===== config.mk =====
export PLATFORM = sky130hd
export DESIGN_NAME = level_timer_ctrl
export DESIGN_NICKNAME = d
export VERILOG_FILES = /design/src/rtl/level_timer_ctrl.sv
export SDC_FILE = /design/constraint.sdc
export NUM_CORES = 1
export LEC_CHECK = 0
export BUFFER_PORTS_ARGS = -buffer_cell sky130_fd_sc_hd__buf_4
export CAP_MARGIN = 20
export CORE_MARGIN = 2
export CORE_UTILIZATION = 42
export DETAILED_ROUTE_END_ITERATION = 16
export PLACE_DENSITY = 0.6
export SLEW_MARGIN = 20
export SYNTH_ARGS = -nofsm -noshare
export SYNTH_HDL_FRONTEND = slang
export SYNTH_SLANG_ARGS = --single-unit

===== constraint.sdc =====
create_clock -name clk -period 4.94 [get_ports clk]
set_clock_uncertainty 0.15 [all_clocks]
set_input_delay 1.482 -clock clk [delete_from_list [all_inputs] [get_ports clk]]
set_output_delay 1.482 -clock clk [all_outputs]
set_load 0.01 [all_outputs]

===== src/rtl/level_timer_ctrl.sv =====
`default_nettype none
// ============================================================================
// Module   : level_timer_ctrl
// Brief    : Per-level countdown timer with BCD digits, pause and bonus time.
// Revision : 1.0
// ============================================================================
module level_timer_ctrl #(
   parameter int TICK_DIV   = 31_500_000,
   parameter int LEVEL_TIME = 60,
   parameter int LOW_TIME   = 10
) (
   input  logic       clk,
   input  logic       reset,
   input  logic       start_level,
   input  logic       pause,
   input  logic       add_bonus,
   input  logic [3:0] bonus_secs,
   output logic [3:0] ones,
   output logic [3:0] tens,
   output logic       one_sec,
   output logic       timer_running,
   output logic       timer_ended,
   output logic       low_time
);

   localparam int            PW          = (TICK_DIV > 1) ? $clog2(TICK_DIV) : 1;
   localparam logic [PW-1:0] c_PRESC_MAX = PW'(TICK_DIV - 1);
   localparam logic [3:0]    c_LT_TENS   = 4'(LEVEL_TIME / 10);
   localparam logic [3:0]    c_LT_ONES   = 4'(LEVEL_TIME % 10);
   localparam logic          c_LT_LOW    = (LEVEL_TIME <= LOW_TIME) ? 1'b1 : 1'b0;

   typedef enum logic [1:0] {
      S_IDLE  = 2'd0,
      S_RUN   = 2'd1,
      S_PAUSE = 2'd2,
      S_DONE  = 2'd3
   } state_t;

   state_t        r_state;
   logic [PW-1:0] r_presc;
   logic [3:0]    r_tens;
   logic [3:0]    r_ones;
   logic          r_one_sec;
   logic          r_ended;
   logic          r_running;
   logic          r_low;

   logic [6:0]    w_time;
   logic          w_tick;
   logic [7:0]    w_raw;
   logic [6:0]    w_new;

   function automatic logic [7:0] f_bcd(input logic [6:0] v);
      logic [3:0] t;
      t = 4'd0;
      for (int k = 1; k < 10; k++)
         if (v >= 7'(k * 10)) t = 4'(k);
      return {t, 4'(v - 7'(t) * 7'd10)};
   endfunction

   function automatic logic f_low(input logic [6:0] v);
      return (v != 7'd0) && (v <= 7'(LOW_TIME));
   endfunction

   // Tick, bonus and saturation folded into one binary sum so the
   // simultaneous tick+bonus case falls out without extra cases.
   assign w_time = 7'(r_tens) * 7'd10 + 7'(r_ones);
   assign w_tick = (r_state == S_RUN) && (r_presc == c_PRESC_MAX) && !pause;
   assign w_raw  = {1'b0, w_time} - {7'd0, w_tick} + (add_bonus ? {4'd0, bonus_secs} : 8'd0);
   assign w_new  = (w_raw > 8'd99) ? 7'd99 : w_raw[6:0];

   always_ff @(posedge clk or posedge reset) begin
      if (reset) begin
         r_state   <= S_IDLE;
         r_presc   <= '0;
         r_tens    <= 4'd0;
         r_ones    <= 4'd0;
         r_one_sec <= 1'b0;
         r_ended   <= 1'b0;
         r_running <= 1'b0;
         r_low     <= 1'b0;
      end else begin
         r_one_sec <= 1'b0;
         r_ended   <= 1'b0;
         if (start_level) begin
            r_state   <= S_RUN;
            r_presc   <= '0;
            r_tens    <= c_LT_TENS;
            r_ones    <= c_LT_ONES;
            r_running <= 1'b1;
            r_low     <= c_LT_LOW;
         end else begin
            case (r_state)
               S_RUN: begin
                  {r_tens, r_ones} <= f_bcd(w_new);
                  r_low            <= f_low(w_new);
                  if (pause) begin
                     // Entering PAUSE freezes the prescaler and drops any tick.
                     r_state   <= S_PAUSE;
                     r_running <= 1'b0;
                  end else if (w_tick) begin
                     r_presc   <= '0;
                     r_one_sec <= 1'b1;
                     if (w_new == 7'd0) begin
                        r_state   <= S_DONE;
                        r_running <= 1'b0;
                        r_ended   <= 1'b1;
                     end
                  end else begin
                     r_presc <= r_presc + PW'(1);
                  end
               end
               S_PAUSE: begin
                  {r_tens, r_ones} <= f_bcd(w_new);
                  r_low            <= f_low(w_new);
                  if (!pause) begin
                     r_state   <= S_RUN;
                     r_running <= 1'b1;
                  end
               end
               S_IDLE, S_DONE: ;
               default: r_state <= S_IDLE;
            endcase
         end
      end
   end

   assign ones          = r_ones;
   assign tens          = r_tens;
   assign one_sec       = r_one_sec;
   assign timer_running = r_running;
   assign timer_ended   = r_ended;
   assign low_time      = r_low;

endmodule
`default_nettype wire


==> results.json <==
{
  "status": "finished clean",
  "io_pins": 21,
  "grt_pass1_vias": 3011,
  "post-route-drc-count": 0,
  "yosys_warnings": 0,
  "hold_violations": 0,
  "clockRootBuffer": "clkbuf_8",
  "syn_inst": 398,
  "routed_wl_um": 8250,
  "utilization_pct": 52.7,
  "post_drt_via_cell_ratio": 5.66,
  "synthFlopType": "dfrtp_1",
  "worstHoldPathType": "reg -> reg",
  "portBuffers": 20,
  "path_clk_slew_ns": 0.08,
  "syn_nets": 431,
  "multi_input_area_mm2": 0.00222,
  "clock-sinks": 39,
  "syn_area_per_cell_um2": 8.29,
  "layout_commonest_cell": "buf_4",
  "drtAntennaViolNets": 0,
  "diodes": 0,
  "grt_pass1_wl_um": 14500,
  "n_fill_cell": 742,
  "crit_path_end_kind": "flop",
  "cp_data_arrival_time_ns": 4.91,
  "cts_buffer_depth": 2,
  "initialDrtViolationCount": 280,
  "tns_ns": 0,
  "tritoncts": "built",
  "finalCritPeriodShare_pct": 98.2,
  "synth.distinct_cells": 67,
  "synth_area_leaders": "dfrtp_1, ha_1, o21ai_0, nand2_1, nor2_1",
  "layout_min_cycle_time_ns": 4.85,
  "layout-drive-gt1-share_pct": 22.3,
  "grt_max_degree": 40,
  "setup_viol": 0,
  "grt_util_all_layers_pct": 20.7,
  "syn_area_mm2": 0.00330,
  "antenna_found_initial": 0,
  "fmax_mhz": 206,
  "rows": 32,
  "finalNetCount": 484,
  "hpwl_um": 6150,
  "worst_setup_path_start_kind": "input port",
  "htreeDepth": 2,
  "most-common-layout-cells": "buf_4, o21ai_0, dfrtp_1",
  "chipHeight_um": 92.7,
  "die_area_mm2": 0.00858,
  "yosys_register_bits": 39,
  "path_max_fanout": 4,
  "async_reset_ff_share_pct": 100,
  "overflow": 0,
  "dieWidth_um": 92.7,
  "core_area_mm2": 0.00769,
  "synth_top_area_cell": "dfrtp_1",
  "synth-edff-count": 0,
  "worst_pin_slew_ns": 0.922,
  "worst-setup-path-type": "in -> reg",
  "detail_route.wl_per_cell_um": 14.9,
  "ff_latch_area_um2": 976,
  "clock_latency_ns": 0.30,
  "dr.pass1.iters": 5,
  "initial_core_util_pct": 42.9,
  "routed-via-count": 3135,
  "placed_cells": 545,
  "yosysSeqAreaShare_pct": 29.6,
  "rsz0062_at_grt": "yes",
  "drv_slew": 0,
  "area_delta_synth_final_pct": 22.7,
  "cp_data_required_time_ns": 5.00,
  "drv_cap": 0,
  "gp_congestion": 0.898,
  "synth.top_cell.area_share_pct": 29.6,
  "r2r_slack_ns": 0.21,
  "cts_buffers": 5,
  "fin_cells": 554,
  "relSlewSlack_pct": 38.5
}
-- logic make-up (layout without fill, tap and decap cells) --
kind of cell,count (synthesis),in the layout,share of synthesized area (%)
flops,39,39,29.6
fa+ha+maj,24,24,10.0
compound gates,120,120,24.8
buf+inv,43,97,5.61
simple gates,151,151,24.1
xor+xnor,17,17,4.51
mux,4,4,1.40
-- through the flow --
stage	worst slack, ns	hold slack (ns)	instance area [um^2]
after floorplan	-0.114	0.293	3350
after CTS	0.0483	0.356	4010
final	0.0866	0.359	4050
after global routing	-0.0972	0.381	4050
after detailed placement	-0.246	0.337	3880
after global placement	-0.210	0.322	3880
-- path summary, 6_finish.rpt --
kind / start / endpoint / cells past startpoint
worst max-delay path: pause / ones[3]$_DFFE_PP0P_ / 17
worst min-delay path: r_presc[24]$_DFFE_PP0P_ / r_presc[24]$_DFFE_PP0P_ / 1
max in group asynchronous: reset / tens[0]$_DFFE_PP0P_ / 3
worst max register to register: tens[3]$_DFFE_PP0P_ / ones[3]$_DFFE_PP0P_ / 19
worst min register to register: r_presc[24]$_DFFE_PP0P_ / r_presc[24]$_DFFE_PP0P_ / 1
min in group asynchronous: reset / r_presc[16]$_DFFE_PP0P_ / 3
-- routing by layer --
layer / track usage [%] / wire length, um / vias up
met5: 0 / 0 / -
li1: - / - / 1561
met4: 5.51 / 102 / 0
met1: 31.8 / 4270 / 1492
met2: 30.8 / 3530 / 73
met3: 2.36 / 348 / 9
-- cell usage after synthesis (all sizes together), types with 3 or more instances --
cell / count
nor3: 13
o21ai: 45
xor2: 6
or2: 3
a31oi: 5
buf: 8
nand2: 36
nor2: 33
and3: 9
a211oi: 5
nand3: 22
dfrtp: 39
fa: 4
nor4b: 3
nor2b: 8
ha: 20
a21oi: 13
a211o: 3
and2: 6
o21a: 4
a32oi: 3
nor4: 3
xnor2: 11
inv: 23
clkbuf: 12
o41ai: 3
nand4: 7
o31ai: 7
a21o: 8
-- cell type report --
type,instances,share of cell area (%)
multi-input cells,316,54.8
flip-flops and latches,39,24.1
repair buffers,66,12.5
well taps,102,3.15
inverters,23,2.13
clock buffers,6,1.79
clock inverters,2,1.48
-- registers in the layout (all words and copies together) (netlist names) --
signal / flops
r_state: 2
one_sec: 1
ones: 4
tens: 4
low_time: 1
timer_ended: 1
r_presc: 25
timer_running: 1
-- timing repair --
action / CTS / global route
setup endpoints to repair: 0 / 2
gates resized for setup: 0 / 8
setup buffers: 0 / 1
hold endpoints to repair: 0 / 0
hold buffers: 0 / 0
-- critical path, cell delays in order --
cell and delay [ns]:
buf_4 0.11, nand2b_4 0.14, nor4_4 0.18, ha_1 0.28
inv_1 0.09, ha_4 0.14, fa_2 0.47, nor2b_1 0.18
mux2i_1 0.10, a311o_1 0.32, a311o_1 0.30, a31oi_2 0.19
nor3_2 0.07, fa_2 0.33, xnor2_1 0.14, xor2_1 0.17
a211oi_2 0.23
Power is not shown: default switching activity piles up to over one toggle a cycle in this logic, so the estimate is an artifact.
